**src/rtl/pp2pg_pkg.sv**
```systemverilog
// Shared constants and FSM encoding for the pp2pg read-side timing generator.
package pp2pg_pkg;

  localparam int CNT_W = 12;

  // 1080p60 raster
  localparam int DEF_H_ACTIVE = 1920;
  localparam int DEF_H_FP     = 88;
  localparam int DEF_H_SYNC   = 44;
  localparam int DEF_H_BP     = 148;
  localparam int DEF_V_ACTIVE = 1080;
  localparam int DEF_V_FP     = 4;
  localparam int DEF_V_SYNC   = 5;
  localparam int DEF_V_BP     = 36;

  typedef enum logic [1:0] {
    IDLE = 2'd0,
    WAIT = 2'd1,
    RUN  = 2'd2
  } state_t;

endpackage

```
**src/rtl/pp2pg_hv_cnt.sv**
```systemverilog
// Horizontal/vertical raster counters with active, sync and frame-origin decode.
// Origin (0,0) is the first active pixel; porches and syncs follow the active area.
module pp2pg_hv_cnt
  import pp2pg_pkg::*;
#(
  parameter int H_ACTIVE = DEF_H_ACTIVE,
  parameter int H_FP     = DEF_H_FP,
  parameter int H_SYNC   = DEF_H_SYNC,
  parameter int H_BP     = DEF_H_BP,
  parameter int V_ACTIVE = DEF_V_ACTIVE,
  parameter int V_FP     = DEF_V_FP,
  parameter int V_SYNC   = DEF_V_SYNC,
  parameter int V_BP     = DEF_V_BP
) (
  input  logic i_clk,
  input  logic i_rst_n,
  input  logic i_run,
  input  logic i_clear,
  output logic o_act,
  output logic o_hs,
  output logic o_vs,
  output logic o_first,
  output logic o_frame_end
);

  localparam int H_TOT = H_ACTIVE + H_FP + H_SYNC + H_BP;
  localparam int V_TOT = V_ACTIVE + V_FP + V_SYNC + V_BP;

  localparam logic [CNT_W-1:0] H_LAST  = CNT_W'(H_TOT - 1);
  localparam logic [CNT_W-1:0] V_LAST  = CNT_W'(V_TOT - 1);
  localparam logic [CNT_W-1:0] H_ACT_N = CNT_W'(H_ACTIVE);
  localparam logic [CNT_W-1:0] V_ACT_N = CNT_W'(V_ACTIVE);
  localparam logic [CNT_W-1:0] HS_BEG  = CNT_W'(H_ACTIVE + H_FP);
  localparam logic [CNT_W-1:0] HS_END  = CNT_W'(H_ACTIVE + H_FP + H_SYNC);
  localparam logic [CNT_W-1:0] VS_BEG  = CNT_W'(V_ACTIVE + V_FP);
  localparam logic [CNT_W-1:0] VS_END  = CNT_W'(V_ACTIVE + V_FP + V_SYNC);

  logic [CNT_W-1:0] r_h_cnt;
  logic [CNT_W-1:0] r_v_cnt;
  logic             w_h_wrap;

  assign w_h_wrap = (r_h_cnt == H_LAST);

  always_ff @(posedge i_clk or negedge i_rst_n) begin
    if (!i_rst_n) begin
      r_h_cnt <= '0;
      r_v_cnt <= '0;
    end else if (i_clear) begin
      r_h_cnt <= '0;
      r_v_cnt <= '0;
    end else if (i_run) begin
      if (w_h_wrap) begin
        r_h_cnt <= '0;
        r_v_cnt <= (r_v_cnt == V_LAST) ? '0 : r_v_cnt + CNT_W'(1);
      end else begin
        r_h_cnt <= r_h_cnt + CNT_W'(1);
      end
    end
  end

  // vs decodes from v_cnt only, so it can only change as h_cnt wraps to 0
  assign o_act       = (r_h_cnt < H_ACT_N) && (r_v_cnt < V_ACT_N);
  assign o_hs        = (r_h_cnt >= HS_BEG) && (r_h_cnt < HS_END);
  assign o_vs        = (r_v_cnt >= VS_BEG) && (r_v_cnt < VS_END);
  assign o_first     = (r_h_cnt == '0) && (r_v_cnt == '0);
  assign o_frame_end = w_h_wrap && (r_v_cnt == V_LAST);

endmodule

```
**src/rtl/pp2pg_timing_gen.sv**
```systemverilog
// Drains pixel words from the pg2pp FIFO and regenerates a continuous Vs/Hs/DE raster.
// FIFO underruns substitute black pixels without disturbing timing.
module pp2pg_timing_gen
  import pp2pg_pkg::*;
#(
  parameter int RGB_PORT = 1,
  parameter int H_ACTIVE = DEF_H_ACTIVE,
  parameter int H_FP     = DEF_H_FP,
  parameter int H_SYNC   = DEF_H_SYNC,
  parameter int H_BP     = DEF_H_BP,
  parameter int V_ACTIVE = DEF_V_ACTIVE,
  parameter int V_FP     = DEF_V_FP,
  parameter int V_SYNC   = DEF_V_SYNC,
  parameter int V_BP     = DEF_V_BP,
  parameter bit HS_POL   = 1'b1,
  parameter bit VS_POL   = 1'b1
) (
  input  logic                     rd_clk,
  input  logic                     rst_n,
  input  logic                     enable,
  input  logic                     fifo_empty,
  input  logic [RGB_PORT*24-1:0]   fifo_dout,
  output logic                     fifo_rd_en,
  output logic                     Vs_out,
  output logic                     Hs_out,
  output logic                     De_out,
  output logic [RGB_PORT*24-1:0]   Dout,
  output logic                     frame_start,
  output logic                     underrun,
  output logic                     busy
);

  localparam int DW = RGB_PORT * 24;

  state_t          r_state;
  logic            r_stop_req;
  logic            r_underrun;
  logic            r_busy;

  logic            w_run;
  logic            w_act;
  logic            w_hs;
  logic            w_vs;
  logic            w_first;
  logic            w_frame_end;
  logic            w_rd_en;

  logic            r_a_act;
  logic            r_a_hs;
  logic            r_a_vs;
  logic            r_a_first;
  logic            r_a_taken;

  logic [DW-1:0]   r_dout;
  logic            r_de;
  logic            r_hs;
  logic            r_vs;
  logic            r_fs;

  assign w_run   = (r_state == RUN);
  assign w_rd_en = w_run && w_act && !fifo_empty;

  pp2pg_hv_cnt #(
    .H_ACTIVE (H_ACTIVE),
    .H_FP     (H_FP),
    .H_SYNC   (H_SYNC),
    .H_BP     (H_BP),
    .V_ACTIVE (V_ACTIVE),
    .V_FP     (V_FP),
    .V_SYNC   (V_SYNC),
    .V_BP     (V_BP)
  ) u_hv_cnt (
    .i_clk       (rd_clk),
    .i_rst_n     (rst_n),
    .i_run       (w_run),
    .i_clear     (!w_run),
    .o_act       (w_act),
    .o_hs        (w_hs),
    .o_vs        (w_vs),
    .o_first     (w_first),
    .o_frame_end (w_frame_end)
  );

  // A stop request only takes effect at the last counter position, so frames are never cut short
  always_ff @(posedge rd_clk or negedge rst_n) begin
    if (!rst_n) begin
      r_state    <= IDLE;
      r_stop_req <= 1'b0;
      r_underrun <= 1'b0;
      r_busy     <= 1'b0;
    end else begin
      case (r_state)
        IDLE: begin
          if (enable) begin
            r_state    <= WAIT;
            r_busy     <= 1'b1;
            r_underrun <= 1'b0;
          end
        end
        WAIT: begin
          if (!enable) begin
            r_state <= IDLE;
            r_busy  <= 1'b0;
          end else if (!fifo_empty) begin
            r_state    <= RUN;
            r_stop_req <= 1'b0;
          end
        end
        RUN: begin
          if (w_frame_end && r_stop_req) begin
            r_state    <= IDLE;
            r_busy     <= 1'b0;
            r_stop_req <= 1'b0;
          end else begin
            r_stop_req <= !enable;
          end
          if (w_act && fifo_empty) begin
            r_underrun <= 1'b1;
          end
        end
        default: begin
          r_state <= IDLE;
          r_busy  <= 1'b0;
        end
      endcase
    end
  end

  // Stage A aligns decode with the FIFO's one-cycle read latency; stage B drives the pins
  always_ff @(posedge rd_clk or negedge rst_n) begin
    if (!rst_n) begin
      r_a_act   <= 1'b0;
      r_a_hs    <= 1'b0;
      r_a_vs    <= 1'b0;
      r_a_first <= 1'b0;
      r_a_taken <= 1'b0;
      r_dout    <= '0;
      r_de      <= 1'b0;
      r_hs      <= !HS_POL;
      r_vs      <= !VS_POL;
      r_fs      <= 1'b0;
    end else begin
      r_a_act   <= w_run && w_act;
      r_a_hs    <= w_run && w_hs;
      r_a_vs    <= w_run && w_vs;
      r_a_first <= w_run && w_first;
      r_a_taken <= w_rd_en;
      r_dout    <= r_a_taken ? fifo_dout : '0;
      r_de      <= r_a_act;
      r_hs      <= r_a_hs ? HS_POL : !HS_POL;
      r_vs      <= r_a_vs ? VS_POL : !VS_POL;
      r_fs      <= r_a_first;
    end
  end

  assign fifo_rd_en  = w_rd_en;
  assign Vs_out      = r_vs;
  assign Hs_out      = r_hs;
  assign De_out      = r_de;
  assign Dout        = r_dout;
  assign frame_start = r_fs;
  assign underrun    = r_underrun;
  assign busy        = r_busy;

endmodule

```
**config.mk**
```make
export PLATFORM = sky130hd
export DESIGN_NAME = pp2pg_timing_gen
export DESIGN_NICKNAME = d
export VERILOG_FILES = /design/src/rtl/pp2pg_pkg.sv /design/src/rtl/pp2pg_hv_cnt.sv /design/src/rtl/pp2pg_timing_gen.sv
export SDC_FILE = /design/constraint.sdc
export NUM_CORES = 1
export LEC_CHECK = 0
export BUFFER_PORTS_ARGS = -buffer_cell sky130_fd_sc_hd__buf_2
export CORE_ASPECT_RATIO = 1.2
export CORE_MARGIN = 2
export CORE_UTILIZATION = 54
export CTS_CLUSTER_SIZE = 20
export DETAILED_ROUTE_END_ITERATION = 16
export GPL_TIMING_DRIVEN = 1
export PLACE_DENSITY = 0.77
export SETUP_SLACK_MARGIN = 0.2
export SYNTH_ARGS = -nofsm -noshare
export SYNTH_HDL_FRONTEND = slang
export SYNTH_SLANG_ARGS = --single-unit
```
**constraint.sdc**
```tcl
create_clock -name rd_clk -period 2.9 [get_ports rd_clk]
set_input_delay 0.29 -clock rd_clk [delete_from_list [all_inputs] [get_ports rd_clk]]
set_output_delay 0.29 -clock rd_clk [all_outputs]
set_load 0.03 [all_outputs]
```
==> impl_metrics.tcl, run 1 <==
set metrics [dict create \
    tightest_slew_ns 0.626 \
    final_cells 386 \
    syn_to_final_growth_pct 20.8 \
    syn-instance-count 259 \
    cts_root_buf "clkbuf_8" \
    syn_avg_cell_area_um2 10.5 \
    cp_slowest_stage_delay_ns 0.59 \
    final_common_cell "dfrtp_1" \
    setup_violations 0 \
    fin_tns_setup_ns 0 \
    met3_length_um 466 \
    insertion_delay_ns 0.33 \
    async_flop_share 1.00 \
    maxSlewHeadroom 0.583 \
    port_buffers 58 \
    post-route-period-util 0.856 \
    vias 2106 \
    start_util 0.554 \
    synth_ff_type "dfrtp_1" \
    die-area_um2 5620 \
    period_minus_slack_ns 2.48 \
    place_ws_ns 0.596 \
    antenna_found_initial 0 \
    synth_cell_type_count 37 \
    drtPass1Iterations 4 \
    ys_seq_elements 62 \
    h-tree-depth 3 \
    outcome "finished, final reports clean" \
    crit_buf_inv 1 \
    worst_slack_ns 0.419 \
    cts.clk_slew.worst_paths_ns 0.06 \
    wl_per_cell_um 14.1 \
    crit_slowest_cell "or4_1" \
    synth_edf_count 0 \
    finClkSkew_ns 0.00478 \
    cts-resized-gates 0 \
    cts_num_sinks 62 \
    grt_max_degree 52 \
    clk_path_buf_depth 2 \
    drv_slew 0 \
    drc 0 \
    floorplan.rows 28 \
    die_x_um 68.8 \
    path_delay_family "simple AND/OR/NAND/NOR gates" \
    seq_area_frac_synth 0.571 \
    syn-cell-area_um2 2720 \
    p_leak_nw 1.62 \
    rsz0062_at_grt "no" \
    antenna_left 0 \
    ios 59 \
    wl_met2_mm 2.52 \
    power_mw 2.04 \
    grt_overflow 0 \
    critPathKind "flip-flop to output pin" \
    vias_per_cell 5.46 \
    max_freq_ghz 0.403 \
    syn_nets 291 \
    cp.required_ns 2.61 \
    powerDensity_nw_per_um2 622 \
    grt_pass1_wl_mm 8.85 \
    cts_buffers 9 \
    hold_class "input port to flip-flop" \
    final_cell_mix "dfrtp_1 (62), buf_2 (58), nor2_1 (26)" \
    grt_pass1_vias 1953 \
    cap_viol_max_count 0 \
    cts_tree "yes" \
    crit_path_start_kind "flip-flop" \
    diodes 0 \
    drive_gt1_frac 0.248 \
    vdd_drop_max_mv 0.439 \
    gp_congestion 0.868 \
    hold_violations 0 \
    core_region_area_um2 4900 \
    arrival_ns 2.19 \
    ff2ff_setup_slack_ns 0.55 \
    wl_met1_mm 2.39 \
    worst_setup_path_end_kind "output pin" \
    top_layer "met4" \
    first_iter_violations 161 \
    yosysWarnings 0 \
    fin_nets 353 \
    cp_max_fo 8 \
    dpl.hpwl_mm 3.67 \
    path_cells "or4_1 -> o21ai_0 -> and3_1 -> nor2b_1 -> buf_2" \
    placed_cells 369 \
    die_height_um 81.7 \
    grt_use_total 0.212 \
    wirelength_mm 5.44 \
]
## final cells by class
cell class	instances	area, µm²
tap	60	75.1
sequential	62	1550
inverter	9	33.8
multi-input combinational	176	1080
clock inverter	4	70.1
timing repair buffer	63	330
clock buffer	12	145
fill	387	1620
## cell usage after synthesis, drive strengths merged (2+ instances only)
| library cell | instances | share of area |
|---|---|---|
| dfrtp | 62 | 0.57 |
| nor2 | 26 | 0.036 |
| and2 | 24 | 0.055 |
| nand2 | 15 | 0.022 |
| a21oi | 12 | 0.023 |
| o21ai | 12 | 0.022 |
| clkbuf | 9 | 0.012 |
| inv | 9 | 0.012 |
| nand3 | 9 | 0.017 |
| nand4 | 9 | 0.021 |
| mux2i | 8 | 0.029 |
| nor3 | 8 | 0.015 |
| xnor2 | 8 | 0.026 |
| or4 | 6 | 0.019 |
| and3 | 5 | 0.012 |
| a211oi | 4 | 0.011 |
| ha | 4 | 0.018 |
| nor2b | 4 | 0.0092 |
| o211ai | 4 | 0.011 |
| buf | 3 | 0.0078 |
| nor3b | 3 | 0.0083 |
| nand2b | 2 | 0.0046 |
| nand3b | 2 | 0.0055 |
| xor2 | 2 | 0.0064 |
## registers in the layout, summed over array words and instances (netlist names), 2 cells and up
register          flops
Dout                 24
u_hv_cnt.r_h_cnt     12
u_hv_cnt.r_v_cnt     12
r_state               2
## final timing paths
check	from	endpoint	cells after the start
max reg2reg	u_hv_cnt.r_h_cnt[8]$_DFF_PN0_	u_hv_cnt.r_v_cnt[10]$_DFFE_PN0P_	4
max in group asynchronous	rst_n	Dout[14]$_DFF_PN0_	3
min	fifo_empty	r_a_taken$_DFF_PN0_	2
min reg2reg	r_a_act$_DFF_PN0_	De_out$_DFF_PN0_	0
max	u_hv_cnt.r_v_cnt[6]$_DFFE_PN0P_	fifo_rd_en	5
min in group asynchronous	rst_n	u_hv_cnt.r_h_cnt[10]$_DFF_PN0_	2
## metal layers
layer	vias up	global-route usage
li1	1016	-
met1	1007	0.266
met2	77	0.335
met3	6	0.0767
met4	0	0.0804
met5	-	0
## repair_timing
item                      in CTS  in global routing
hold buffers                   1                  0
setup buffers                  0                  0
hold endpoints to repair      11                  0
## through the flow
step                area, µm²  utilization  hold slack, ns
detailed placement       3060        0.624           0.184
global route             3280        0.670           0.152
CTS                      3280        0.670           0.156
floorplan                2720            -        -0.00559
global placement         3060        0.624           0.174
finish                   3280        0.670           0.169
## logic make-up after synthesis
group           share of synthesized area
compound gates                     0.0787
mux                                0.0295
fa+ha+maj                          0.0184
buf+inv                            0.0327
xor+xnor                           0.0322
flops                               0.571
simple gates                        0.238
## power by group
part / switching (mW) / leakage (nW) / internal [mW]
clock network: 0.310 / 0.110 / 0.505
logic: 0.179 / 0.659 / 0.0916
registers: 0.0387 / 0.852 / 0.917
total: 0.528 / 1.62 / 1.51
## worst register-to-register path, delay by kind of cell, from the launching register on
family | cells | cell delay, ns
flops | 1 | 0.43
simple gates | 3 | 1.76
compound gates | 1 | 0.09
Note: power is estimated with default switching activity, not from simulation.
==> inputs of run 2 (changes only) <==
- CAP_MARGIN: not set -> 30
- clock period: 2.9 -> 2.6 ns (I/O delays scaled with it)
==> impl_metrics.tcl, run 2 (same netlist as run 1, synthesis figures left out) <==
set metrics [dict create \
    outcome "finished, final reports clean" \
    start_util 0.554 \
    wirelength_mm 5.84 \
    tightest_slew_ns 0.694 \
    cts_num_sinks 62 \
    antenna_left 0 \
    cap_viol_max_count 0 \
    setup_violations 0 \
    port_buffers 58 \
    fin_nets 358 \
    final_util 0.677 \
    final-seq-area_um2 1550 \
    grt_use_total 0.219 \
    die_height_um 81.7 \
    arrival_ns 2.57 \
    hold_violations 0 \
    wl_per_cell_um 14.9 \
    antenna_found_initial 0 \
    die_x_um 68.8 \
    cts.clk_slew.worst_paths_ns 0.07 \
    first_iter_violations 162 \
    grt_pass1_vias 1984 \
    rsz0062_at_grt "yes" \
    fin_tns_setup_ns 0 \
    worst_setup_path_end_kind "flip-flop" \
    gp_congestion 0.835 \
    period_minus_slack_ns 2.31 \
    post-route-period-util 0.889 \
    powerDensity_nw_per_um2 672 \
    floorplan.rows 28 \
    grt_max_degree 34 \
    cts_root_buf "clkbuf_8" \
    cts_tree "yes" \
    cp_max_fo 13 \
    vias_per_cell 5.62 \
    drive_gt1_frac 0.266 \
    core_region_area_um2 4900 \
    final_common_cell "dfrtp_1" \
    drtPass1Iterations 5 \
    crit_path_start_kind "flip-flop" \
    grt_overflow 0 \
    critPathKind "flip-flop to flip-flop" \
    vdd_drop_max_mv 0.311 \
    max_freq_ghz 0.432 \
    insertion_delay_ns 0.34 \
    ios 59 \
    hold_class "input port to flip-flop" \
    vias 2199 \
    multi_input_area_um2 1090 \
    cts_buffers 9 \
    die-area_um2 5620 \
    final_cell_mix "dfrtp_1 (61), buf_2 (57), nor2_1 (26)" \
    dpl.hpwl_mm 3.75 \
    largest_reg_flops 24 \
    diodes 0 \
    drv_slew 0 \
    grt_pass1_wl_mm 9.13 \
    maxSlewHeadroom 0.537 \
    cp.required_ns 2.86 \
    syn_to_final_growth_pct 22.0 \
    clk_path_buf_depth 2 \
    drc 0 \
    h-tree-depth 3 \
    finClkSkew_ns 0.00514 \
    p_leak_nw 1.63 \
    fillers 374 \
]
## run 2: worst paths after layout
kind	startpoint	to	slack, ns	cells past startpoint
min in group asynchronous	rst_n	Dout[7]$_DFF_PN0_	0.50	2
min reg2reg	r_a_first$_DFF_PN0_	frame_start$_DFF_PN0_	0.35	0
max in group asynchronous	rst_n	u_hv_cnt.r_v_cnt[6]$_DFFE_PN0P_	1.40	3
max reg2reg	u_hv_cnt.r_h_cnt[8]$_DFF_PN0_	u_hv_cnt.r_v_cnt[4]$_DFFE_PN0P_	0.29	5
max	u_hv_cnt.r_h_cnt[8]$_DFF_PN0_	u_hv_cnt.r_v_cnt[4]$_DFFE_PN0P_	0.29	5
min	fifo_dout[22]	Dout[22]$_DFF_PN0_	0.13	2
## run 2: worst max-delay path, cell delays in order, from the launching register on
cell and delay (ns):
dfrtp_1 0.43, or4_4 0.58, or4_4 0.63, buf_4 0.19
a21oi_1 0.18, mux2i_1 0.22
## run 2: repair_timing
action,in CTS,in global routing
resized for setup,3,2
setup buffers,0,3
pin swaps,0,2
hold buffers,1,0
hold endpoints to repair,31,0
setup endpoints to repair,1,4
gates cloned,0,1
## run 2: final cells by class
class	count	area share
Clock buffer	13	0.0479
Tap cell	60	0.0226
Sequential cell	62	0.468
Inverter	9	0.0102
Multi-Input combinational cell	177	0.329
Timing Repair Buffer	67	0.109
Clock inverter	3	0.0128
## run 2: per-layer routing
layer	vias up	GRT usage	part of all wire
met2	91	0.347	0.48
met3	13	0.0575	0.087
met1	1067	0.278	0.41
met4	0	0.104	0.020
li1	1028	-	-
met5	-	0	0
## run 2: power by group
group	total [mW]	switching (mW)	leakage, nW	internal [mW]
clock	0.850	0.356	0.0996	0.494
sequential	1.07	0.0482	0.851	1.02
combinational	0.308	0.201	0.680	0.107
## run 2: through the flow
step           area (µm²)  hold slack [ns]  setup slack [ns]  total power [mW]  std cells
2_1_floorplan        2720          -0.0356             0.473              1.27        259
3_3_place_gp         3070            0.331             0.328              1.38        370
3_5_place_dp         3070            0.336             0.286              1.39        370
4_1_cts              3280            0.125             0.228              2.25        387
5_1_grt              3320            0.124             0.190              2.33        391
6_report             3320            0.132             0.288              2.23        391
